### config.mk
export PLATFORM = sky130hd
export DESIGN_NAME = race_supervisor
export DESIGN_NICKNAME = d
export VERILOG_FILES = /design/src/rtl/race_supervisor.sv
export SDC_FILE = /design/constraint.sdc
export NUM_CORES = 1
export LEC_CHECK = 0
export BUFFER_PORTS_ARGS = -buffer_cell sky130_fd_sc_hd__buf_2
export CORE_ASPECT_RATIO = 2
export CORE_MARGIN = 8
export CORE_UTILIZATION = 45
export CTS_BUF_LIST = sky130_fd_sc_hd__clkbuf_2 sky130_fd_sc_hd__clkbuf_4 sky130_fd_sc_hd__clkbuf_8
export CTS_CLUSTER_SIZE = 14
export DETAILED_ROUTE_END_ITERATION = 16
export PLACE_DENSITY = 0.71
export SLEW_MARGIN = 40
export SYNTH_ARGS = -nofsm -noshare
export SYNTH_HDL_FRONTEND = slang
export SYNTH_SLANG_ARGS = --single-unit
### constraint.sdc
create_clock -name clk_10Hz -period 2.2 [get_ports clk_10Hz]
set_clock_uncertainty 0.15 [all_clocks]
set_input_delay 0 -clock clk_10Hz [delete_from_list [all_inputs] [get_ports clk_10Hz]]
set_output_delay 0 -clock clk_10Hz [all_outputs]
set_load 0.01 [all_outputs]
### src/rtl/race_supervisor.sv
// Maze game-flow controller: start/restart/finish sequencing, stopwatch control,
// best-time record, and the four-digit display select feeding scan_ctl.
module race_supervisor #(
    parameter logic [4:0] GOAL_ROW = 5'd22,
    parameter logic [4:0] GOAL_COL = 5'd30,
    parameter logic [3:0] BLANK    = 4'd10
) (
    input  logic       clk_10Hz,
    input  logic       rst,
    input  logic       btn_start,
    input  logic       btn_view,
    input  logic [4:0] row,
    input  logic [4:0] column,
    input  logic [3:0] sec0,
    input  logic [3:0] sec1,
    input  logic [3:0] min0,
    input  logic [3:0] min1,
    output logic       run_en,
    output logic       clr_watch,
    output logic       finished,
    output logic       new_record,
    output logic [3:0] in0,
    output logic [3:0] in1,
    output logic [3:0] in2,
    output logic [3:0] in3
);
    typedef enum logic [1:0] {IDLE, RUN, DONE} state_t;

    state_t      state, state_nx;
    logic        start_q, view_q, start_edge, view_edge, goal;
    logic        view, best_valid;
    logic        clr_nx, latch, rec_clr;
    logic [15:0] best_time, last_time, live_time, disp;

    assign start_edge = btn_start & ~start_q;
    assign view_edge  = btn_view & ~view_q;
    assign goal       = (row == GOAL_ROW) && (column == GOAL_COL);
    assign live_time  = {min1, min0, sec1, sec0};

    // Goal has priority over a simultaneous restart request in RUN.
    always_comb begin
        state_nx = state;
        clr_nx   = 1'b0;
        latch    = 1'b0;
        rec_clr  = 1'b0;
        case (state)
            IDLE: if (start_edge) begin
                state_nx = RUN;
                clr_nx   = 1'b1;
            end
            RUN: begin
                if (goal) begin
                    state_nx = DONE;
                    latch    = 1'b1;
                end else if (start_edge) begin
                    clr_nx = 1'b1;
                end
            end
            DONE: if (start_edge) begin
                state_nx = IDLE;
                rec_clr  = 1'b1;
            end
            default: state_nx = IDLE;
        endcase
    end

    always_ff @(posedge clk_10Hz or posedge rst) begin
        if (rst) begin
            state     <= IDLE;
            start_q   <= 1'b0;
            view_q    <= 1'b0;
            view      <= 1'b0;
            run_en    <= 1'b0;
            clr_watch <= 1'b0;
            finished  <= 1'b0;
        end else begin
            state     <= state_nx;
            start_q   <= btn_start;
            view_q    <= btn_view;
            run_en    <= (state_nx == RUN);
            finished  <= (state_nx == DONE);
            clr_watch <= clr_nx;
            if (view_edge)
                view <= ~view;
        end
    end

    // Packed BCD compares correctly as an unsigned binary value.
    always_ff @(posedge clk_10Hz or posedge rst) begin
        if (rst) begin
            last_time  <= 16'h0;
            best_time  <= 16'h0;
            best_valid <= 1'b0;
            new_record <= 1'b0;
        end else if (latch) begin
            last_time <= live_time;
            if (!best_valid || live_time < best_time) begin
                best_time  <= live_time;
                best_valid <= 1'b1;
                new_record <= 1'b1;
            end else begin
                new_record <= 1'b0;
            end
        end else if (rec_clr) begin
            new_record <= 1'b0;
        end
    end

    always_comb begin
        disp = live_time;
        if (view)
            disp = best_valid ? best_time : {4{BLANK}};
        else if (state == DONE)
            disp = last_time;
    end

    assign in0 = disp[3:0];
    assign in1 = disp[7:4];
    assign in2 = disp[11:8];
    assign in3 = disp[15:12];
endmodule

# [Yosys cells after proc, flatten, opt, wreduce, memory -nomap -nowiden]
# Index checks and enable logic that the tools add are counted.
[word_totals] in_bits=30 out_inout_bits=20 wordCells=45 register_bits=42
[op_classes] n_lt_le_gt_ge=1 n_eq_ne=6 muxes=16 bitwise_logic=5 n_reduce_logical=6
[ops] cell="$mux W16" count=3
[ops] cell="$lt A16 B16 Y1" count=1
[ops] cell="$eq A5 B5 Y1 const B" count=2
[ops] cell="$mux W1" count=8
[ops] cell="$mux W2" count=3
[ops] cell="$pmux W2 S3" count=1
[ops] cell="$eq A2 B1 Y1 const B" count=2
[ops] cell="$eq A2 B2 Y1 const B" count=2
[ops] cell="$not A1 Y1" count=3
[ops] cell="$and A1 B1 Y1" count=2
[ops] cell="$logic_not A2 Y1" count=1
[ops] cell="$pmux W1 S2" count=1
[ops] cell="$reduce_and A2 Y1" count=1
[ops] cell="$reduce_bool A2 Y1" count=1
[ops] cell="$logic_and A1 B1 Y1" count=1
[ops] cell="$logic_not A1 Y1" count=1
[ops] cell="$logic_or A1 B1 Y1" count=1

# [Longest topological paths before layout]
# Gate-level depths: netlist of run 1.
[depth] word_depth=6 ltp_mapped=10 depth_no_buf=8

# [Least setup slack after synthesis of run 1]
# No wires, ideal clock.
[synth_timing] path_type="flip-flop to flip-flop" start="reg best_time[2]" end="reg best_time[0]" synth_period_minus_slack_ns=2.242 t_arrival_ns=1.967 setup_slack_ns=-0.042 required_time_ns=1.925 path_buffers=2 path_stages_with_launch=10 cell_sequence="dfrtp_1 > inv_1 > ha_1 > a211oi_1 > a21oi_1 > o311ai_1 > a31o_1 > buf_6 > buf_12 > mux2_4"
[synth_via] elab_chain_cells=3
[synth_lines] element="from (decl)" line_no="33" text="logic [15:0] best_time, last_time, live_time, disp;"
[synth_lines] element="from (signal assigned)" line_no="98" text="best_time <= live_time;"
[synth_lines] element="$lt A16 B16 Y1" line_no="97" text="if (!best_valid || live_time < best_time) begin"
[synth_lines] element="$logic_or A1 B1 Y1" line_no="97"
[synth_lines] element="$reduce_and A2 Y1 (no source line)"
# Every way passes these cells.
# A chain may end at the register's enable or synchronous reset.

# [Worst setup path after layout of run 1]
[layout_timing] start="reg best_time[14]" end="reg best_time[10]"
# The elaborated chain is that of the path after synthesis.

==> impl_metrics.ini, run 1 <==
[status]
status = complete, but fails checks
violations = setup timing

[flow_run]
cap_violations = 0

[sta]
slew_headroom_pct = 59.8
worst_slack_ns = -0.144
max_slew.worst_pin.slew_ns = 0.603
fin_crit_sh_pct = 107
rsz0062_at_grt = true
hold_violations = 0
post-route-min-period_ns = 2.34
max_freq_mhz = 427
setup_viol = 16
maxSlewViolCount = 0

[pwr]
comb_power_share_pct = 33.0
pwr-share-clk_pct = 26.8
p_int_mw = 1.35
switching_share_pct = 33.5
power.switching_mw = 0.679
p_leak_nw = 1.63
power_mw = 2.03
ir_worst_vdd_uv = 518
p_seq_share_pct = 40.3
power_density_mw_per_mm2 = 607

[floorplanning]
num_rows = 37
die_area_mm2 = 0.00790
coreArea_mm2 = 0.00509
die_h_um = 118
io_pins = 50
dieWidth_um = 67.0
initial_utilization_pct = 45.9

[grt]
met3_usage_pct = 4.77
antenna_found_initial = 0
grt_pass1_wl_mm = 11.4
grt_pass1_vias = 2381
grtUsageTotal_pct = 18.7
grt_most_used_layer = met2
use_met2_pct = 33.5
use_met1_pct = 18.9
grt_max_degree = 43
grt.overflow.total = 0

[yosys]
netlist_top_cells_area = dfrtp_1 (45%), nand2_1 (11%), ha_1 (8.0%), mux2_4 (6.4%), mux2i_1 (3.4%)
ys_seq_elements = 42
synth-edff-count = 0
synthesis.nets = 282
synthDistinctLibCells = 36
synth_top_flop_cell = dfrtp_1
syn-cell-area_mm2 = 0.00234
synth-seq-area-share_pct = 44.9
syn_inst = 237
synthDominantCellAreaShare_pct = 44.9
yosysTopAreaCell = dfrtp_1
ys_async_sr_fraction_pct = 100
ys.warnings.count = 0
avgSynthCellArea_um2 = 9.87

[finish]
syn_to_final_growth_pct = 42.9
seq_area_mm2 = 0.00105
mostFrequentLayoutCell = nand2_1
nets = 385
fin_area_mm2 = 0.00334
mostFrequentLayoutCells = nand2_1 (69), buf_2 (48), dfrtp_1 (42), buf_4 (34), dlygate4sd3_1 (20)
n_antenna_cell = 0
fin_util_pct = 65.6
drive_gt1_share_pct = 39.0
fin_cells = 399
multiInputGateArea_mm2 = 0.00130
fillers = 412

[drt]
postRouteAntennaNets = 0
dr.pass1.iters = 4
totalWireLength_mm = 7.00
vias_per_cell = 5.43
num_vias = 2166
routedWlPerCell_um = 17.5
drcViolationCount = 0
drt_iter0_drc = 83

[clock_network]
clock-sinks = 42
cts-htree-levels = 2
cts_tree = built
clock_latency_ns = 0.31
ctsRootBufferMaster = clkbuf_8
ctsLongestPathBuffers = 2
cts.clk_slew.worst_paths_ns = 0.08
cts_made_buffers = 5

[placed_design]
routabilityCongestion = 0.839
pre_cts_ws_ns = -0.155
place_inst = 357
dp.final_hpwl_mm = 4.57
dpl_cell_area_mm2 = 0.00279
port_buffers = 49

[setup_path]
arrival_ns = 2.39
path_class = flip-flop to flip-flop
critPathRequiredTime_ns = 2.25
end_kind = flip-flop
cp_max_fo = 6
worstSetupStartpointType = flip-flop

[min_path]
worst_hold_path_type = input port to flip-flop
## metal layers
metal  part of all wire [%]  routed length [um]
met1                     35                2450
met2                     56                3900
met3                    6.0                 420
met4                    3.3                 230
met5                      0                   0
## through the flow
step,setup TNS [ns],hold slack [ns]
final,-2.03,0.00526
after global routing,-4.11,0.0203
after CTS,-1.13,0.0155
after detailed placement,-1.99,-0.0270
after global placement,-1.27,-0.0308
after floorplan,-0.000944,-0.119
## timing repair
action / in CTS / in global routing
setup buffers: 12 / 5
gates cloned: 1 / 0
hold buffers: 20 / 0
endpoints found under the hold margin: 78 / 0
pin swaps: 10 / 7
endpoints found under the setup margin: 16 / 17
resized for setup: 19 / 11
## worst max-delay path: stages, from the launching register on
cell and delay, ns:
dfrtp_1 0.39, inv_2 0.09, ha_4 0.20, nand4_1 0.12, buf_4 0.14, nor2_2 0.03, nor4_1 0.28, buf_4 0.18
a31o_4 0.20, buf_8 0.15, mux2_4 0.30
## power by group through the flow
stage,Clock [mW],Combinational (mW),Sequential [mW]
6_report,0.543,0.668,0.817
5_1_grt,0.578,0.720,0.820
4_1_cts,0.553,0.628,0.815
3_5_place_dp,0,0.586,0.831
3_3_place_gp,0,0.583,0.828
2_1_floorplan,0,0.291,0.822
## flip-flops by register name (all words and copies together) (netlist names)
| signal | flops |
|---|---|
| best_time | 16 |
| last_time | 16 |
| state | 2 |
| best_valid | 1 |
| clr_watch | 1 |
| finished | 1 |
| new_record | 1 |
| run_en | 1 |
| start_q | 1 |
| view | 1 |
| view_q | 1 |
## worst paths after layout
check	start	to	slack, ns	cells after the start
max	best_time[14]	best_time[10]	-0.14	10
min	row[0]	run_en	0.005	3
max reg2reg	best_time[14]	best_time[10]	-0.14	10
min reg2reg	last_time[3]	last_time[3]	0.32	2
max in group asynchronous	rst	last_time[2]	1.29	4
min in group asynchronous	rst	last_time[10]	0.22	4
## cell usage after synthesis, drive strengths merged (5+ instances only)
cell type	count
dfrtp	42
nand2	69
a21oi	5
a32oi	7
mux2	16
o22ai	8
mux2i	8
clkbuf	7
inv	18
ha	15
## logic make-up (layout without fill, tap and decap cells)
family / Yosys count / in the layout / share of synthesized area, %
AO/OA/AOI/OAI: 35 / 35 / 10.4
multiplexers: 24 / 24 / 12.7
flip-flops: 42 / 42 / 44.9
buffers and inverters: 29 / 133 / 5.99
adder cells (fa/ha/maj): 15 / 15 / 8.03
XOR/XNOR: 1 / 1 / 0.375
AND/OR/NAND/NOR: 91 / 91 / 17.5
## cell type report
type / instances / share of cell area [%]
Clock buffer: 7 / 2.70
Clock inverter: 1 / 0.150
Inverter: 19 / 2.13
Multi-Input combinational cell: 166 / 38.8
Sequential cell: 42 / 31.5
Tap cell: 58 / 2.17
Timing Repair Buffer: 106 / 22.5
Power figures use the tool's default switching activity.
==> inputs of run 2 (changes only) <==
Settings changed: MAX_ROUTING_LAYER set to met4.
==> impl_metrics.ini, run 2 (synthesis results as in run 1) <==
[status]
status = complete, but fails checks
violations = setup timing

[finish]
n_antenna_cell = 0
mostFrequentLayoutCells = nand2_1 (69), buf_2 (48), dfrtp_1 (42), buf_4 (34), dlygate4sd3_1 (20)
fin_area_mm2 = 0.00334
mostFrequentLayoutCell = nand2_1
reg.largest.list = best_time x16, last_time x16, state x2
fin_util_pct = 65.6
nets = 385
syn_to_final_growth_pct = 42.9
drive_gt1_share_pct = 39.0

[setup_path]
max_stage_delay_ns = 0.39
critPathRequiredTime_ns = 2.25
cp_top_family = buffers and inverters
arrival_ns = 2.39
worstSetupStartpointType = flip-flop
slowest_stage = dfrtp_1
crit_chain = inv_2 -> ha_4 -> nand4_1 -> buf_4 -> nor2_2 -> nor4_1 -> buf_4 -> a31o_4 -> buf_8 -> mux2_4
end_kind = flip-flop
crit_buf_inv = 4
cpMostUsedCell = buf_4
path_class = flip-flop to flip-flop
cp_max_fo = 6

[clock_network]
clock_latency_ns = 0.31
cts-htree-levels = 2
ctsRootBufferMaster = clkbuf_8
cts.clk_slew.worst_paths_ns = 0.08
ctsLongestPathBuffers = 2
cts_tree = built
cts_made_buffers = 5
clock-sinks = 42

[min_path]
worst_hold_path_type = input port to flip-flop

[pwr]
power_density_mw_per_mm2 = 606
comb_power_share_pct = 33.0
power.switching_mw = 0.677
switching_share_pct = 33.4
ir_worst_vdd_uv = 520
p_leak_nw = 1.63
pwr-share-clk_pct = 26.7
p_seq_share_pct = 40.3
power_mw = 2.03
p_int_mw = 1.35

[grt]
grt_max_degree = 43
grt.overflow.total = 0
grtUsageTotal_pct = 19.2
grt_pass1_wl_mm = 11.4
antenna_found_initial = 0
grt_pass1_vias = 2382

[drt]
routedWlPerCell_um = 17.6
drcViolationCount = 0
drt_iter0_drc = 71
totalWireLength_mm = 7.00
vias_per_cell = 5.40
dr.pass1.iters = 4
postRouteAntennaNets = 0
num_vias = 2156

[sta]
slew_headroom_pct = 59.8
hold_violations = 0
max_freq_mhz = 426
setup_viol = 16
max_slew.worst_pin.slew_ns = 0.602
setup-tns-final_ns = -2.06
post-route-min-period_ns = 2.35
fin_crit_sh_pct = 107
rsz0062_at_grt = true
maxSlewViolCount = 0
worst_slack_ns = -0.147

[floorplanning]
die_h_um = 118
dieWidth_um = 67.0
die_area_mm2 = 0.00790
io_pins = 50
initial_utilization_pct = 45.9
num_rows = 37
coreArea_mm2 = 0.00509

[placed_design]
port_buffers = 49
dp.final_hpwl_mm = 4.57
dpl_cell_area_mm2 = 0.00279
routabilityCongestion = 0.852

[flow_run]
cap_violations = 0
[run 2: final timing paths]
kind	start	to	slack, ns	cells past startpoint
worst max-delay path	best_time[14]	best_time[10]	-0.15	10
worst min-delay path	row[0]	run_en	0.006	3
worst max register to register	best_time[14]	best_time[10]	-0.15	10
worst min register to register	last_time[3]	last_time[3]	0.32	2
max in group asynchronous	rst	last_time[4]	1.30	4
min in group asynchronous	rst	finished	0.23	4
[run 2: area by class of cell]
| cell class | instances | area, um2 |
|---|---|---|
| Clock buffer | 7 | 90.1 |
| Clock inverter | 1 | 5.00 |
| Fill cell | 412 | 1750 |
| Inverter | 19 | 71.3 |
| Multi-Input combinational cell | 166 | 1300 |
| Sequential cell | 42 | 1050 |
| Tap cell | 58 | 72.6 |
| Timing Repair Buffer | 106 | 753 |
[run 2: power groups by stage]
stage	clock network, mW	logic [mW]	registers (mW)
3_5_place_dp	0	0.586	0.831
6_report	0.542	0.668	0.816
3_3_place_gp	0	0.583	0.828
2_1_floorplan	0	0.291	0.822
4_1_cts	0.553	0.628	0.815
5_1_grt	0.578	0.719	0.820
[run 2: per-stage QoR]
step,std cells,worst slack [ns],hold slack (ns)
after floorplan,237,-0.0000944,-0.119
after global placement,357,-0.101,-0.0308
after detailed placement,357,-0.155,-0.0270
after CTS,398,-0.0999,0.0155
after global routing,399,-0.274,0.0204
final,399,-0.147,0.00582
[run 2: layer usage]
metal | part of all wire [%] | track usage (%) | routed length, um | vias to the layer above
met5 | 0 | - | 0 | -
met4 | 3.1 | 8.56 | 218 | 0
met3 | 5.9 | 4.19 | 410 | 15
met2 | 55 | 33.5 | 3870 | 63
met1 | 36 | 19.3 | 2510 | 1059
li1 | - | - | - | 1019
[run 2: timing repair]
item | CTS | global route
setup buffers | 12 | 5
endpoints found under the hold margin | 78 | 0
hold buffers | 20 | 0
gates cloned | 1 | 0
setup endpoints to repair | 16 | 17
pin swaps | 10 | 7
resized for setup | 19 | 11
[run 2: worst reg2reg max path: cells and delay by family (launching register included)]
| kind | cells | cell delay [ns] |
|---|---|---|
| AOI/OAI and AO/OA | 1 | 0.20 |
| adders and majority gates | 1 | 0.20 |
| buffers and inverters | 4 | 0.56 |
| DFF | 1 | 0.39 |
| muxes | 1 | 0.31 |
| and+or+nand+nor | 3 | 0.44 |
==> inputs of run 3 (changes only) <==
Settings changed: ABC_AREA set to 1, PLACE_DENSITY 0.71 to 0.7.
==> impl_metrics.ini, run 3 <==
[sta]
worst_slack_ns = 0.255
slew_headroom_pct = 63.8
max_slew.worst_pin.slew_ns = 0.544
maxSlewViolCount = 0
post-route-min-period_ns = 1.94
hold_violations = 0
max_freq_mhz = 514
setup-tns-final_ns = 0
fin_crit_sh_pct = 88.4
fin_hold_ws_ns = 0.00487
rsz0062_at_grt = false
setup_viol = 0

[finish]
n_antenna_cell = 0
drive_gt1_share_pct = 19.3
fillers = 497
nets = 422
mostFrequentLayoutCells = nand2_1 (106), buf_2 (49), dfrtp_1 (42), inv_1 (32), dlygate4sd3_1 (24)
reg.largest.list = best_time x16, last_time x16, state x2
fin_area_mm2 = 0.00300
mostFrequentLayoutCell = nand2_1
syn_to_final_growth_pct = 27.8

[pwr]
ir_worst_vdd_uv = 568
power_density_mw_per_mm2 = 621
power_mw = 1.86
p_leak_nw = 1.60

[clock_network]
ctsRootBufferMaster = clkbuf_8
clock-sinks = 42
post_cts_buffers = 0
post_cts_resized = 0
ctsLongestPathBuffers = 2
cts_tree = built
clock_latency_ns = 0.31
cts_hold_buf = 24
cts-htree-levels = 2
cts_made_buffers = 5
cts.clk_slew.worst_paths_ns = 0.08

[yosys]
syn_inst = 299
synthDominantCellAreaShare_pct = 44.8
synth_top_flop_cell = dfrtp_1
ys_async_sr_fraction_pct = 100
yosysTopAreaCell = dfrtp_1
synthDistinctLibCells = 27
netlist_top_cells_area = dfrtp_1 (45%), nand2_1 (17%), ha_1 (8.0%), inv_1 (5.1%), nand3_1 (3.8%)
yosysMostFrequentCell = nand2_1
ys_seq_elements = 42
ys_top_cells_by_count = nand2_1 (106), dfrtp_1 (42), inv_1 (32)
avgSynthCellArea_um2 = 7.85
synth-seq-area-share_pct = 44.8
syn-cell-area_mm2 = 0.00235
synthesis.nets = 344
synth-edff-count = 0
ys.warnings.count = 0

[drt]
routedWlPerCell_um = 14.3
totalWireLength_mm = 6.22
drcViolationCount = 0
num_vias = 2240
dr.pass1.iters = 4
postRouteAntennaNets = 0
drt_iter0_drc = 96
vias_per_cell = 5.14

[setup_path]
max_stage_delay_ns = 0.38
cp_max_fo = 17
path_class = flip-flop to flip-flop
worstSetupStartpointType = flip-flop
slowest_stage = dfrtp_1
cpMostUsedCell = nand2_1
end_kind = flip-flop
crit_chain = inv_1 -> ha_1 -> a21oi_1 -> nor2_1 -> nor3_1 -> nand2_1 -> nand2_1 -> nand2_2 -> nand2_4 -> nand2_4 -> nand2_1 -> nand2_1
critPathRequiredTime_ns = 2.26
reg2regPathDepth = 12
arrival_ns = 2.00

[floorplanning]
io_pins = 50
dieWidth_um = 67.1
num_rows = 37
coreArea_mm2 = 0.00509
die_area_mm2 = 0.00792
die_h_um = 118
initial_utilization_pct = 46.1

[grt]
grtUsageTotal_pct = 17.8
grt_pass1_vias = 2338
antenna_found_initial = 0
grt.overflow.total = 0
grt_max_degree = 43
grt_pass1_wl_mm = 10.7

[status]
status = finished, final reports clean

[placed_design]
pre_cts_ws_ns = 0.237
port_buffers = 49
dpl_cell_area_mm2 = 0.00266
dp.final_hpwl_mm = 4.38
routabilityCongestion = 0.826

[flow_run]
cap_violations = 0

[min_path]
worst_hold_path_type = input port to flip-flop
holdPathStages = 5
-- run 3: cell count changes after synthesis, moves of 7 or more --
cell     change
a21oi_1     +10
nand2_1     +37
a22oi_1      +8
o21ai_0     +13
a32oi_1      -7
inv_1       +14
mux2i_1      -8
nand3_1     +16
nor2_1       +9
mux2_4      -10
-- run 3: worst max-delay path: cells and delay by family (launching register included) --
| kind | cells | cell delay (ns) |
|---|---|---|
| simple gates | 9 | 0.85 |
| flops | 1 | 0.38 |
| fa+ha+maj | 1 | 0.24 |
| compound gates | 1 | 0.15 |
| buf+inv | 1 | 0.08 |
-- run 3: final timing paths --
check / slack, ns / to / from
min in group asynchronous: 0.20 / best_time[15] / rst
setup reg to reg: 0.26 / best_time[15] / best_time[5]
hold / removal: 0.005 / new_record / row[0]
setup / recovery: 0.26 / best_time[15] / best_time[5]
max in group asynchronous: 1.31 / last_time[10] / rst
hold reg to reg: 0.32 / best_time[7] / best_time[7]
-- run 3: kinds of logic after synthesis --
group           share of synthesized area, %
simple gates                            27.2
buf+inv                                 7.84
xor+xnor                               0.373
flops                                   44.8
fa+ha+maj                               8.00
compound gates                          11.8
-- run 3: cell type report --
cell class	instances	area (um2)	share of cell area (%)
clock buffer	7	90.1	3.00
clock inverter	1	5.00	0.167
inverter	35	131	4.38
timing repair buffer	80	538	17.9
sequential	42	1050	35.0
tap	58	72.6	2.42
multi-input combinational	213	1110	37.0
-- run 3: through the flow --
stage,util (%),instances
floorplan,-,299
global placement,52.3,404
detailed placement,52.3,404
CTS,58.9,436
global route,58.9,436
finish,58.9,436
-- run 3: power breakdown --
part           internal, mW  total (mW)  switching, mW
sequential            0.807       0.837         0.0297
clock                 0.266       0.539          0.274
combinational         0.201       0.486          0.286
-- run 3: metal layers --
layer | part of all wire (%) | GRT usage, %
met1 | 40 | 19.0
met2 | 53 | 29.7
met3 | 4.2 | 3.24
met4 | 3.3 | 8.96
met5 | 0 | -
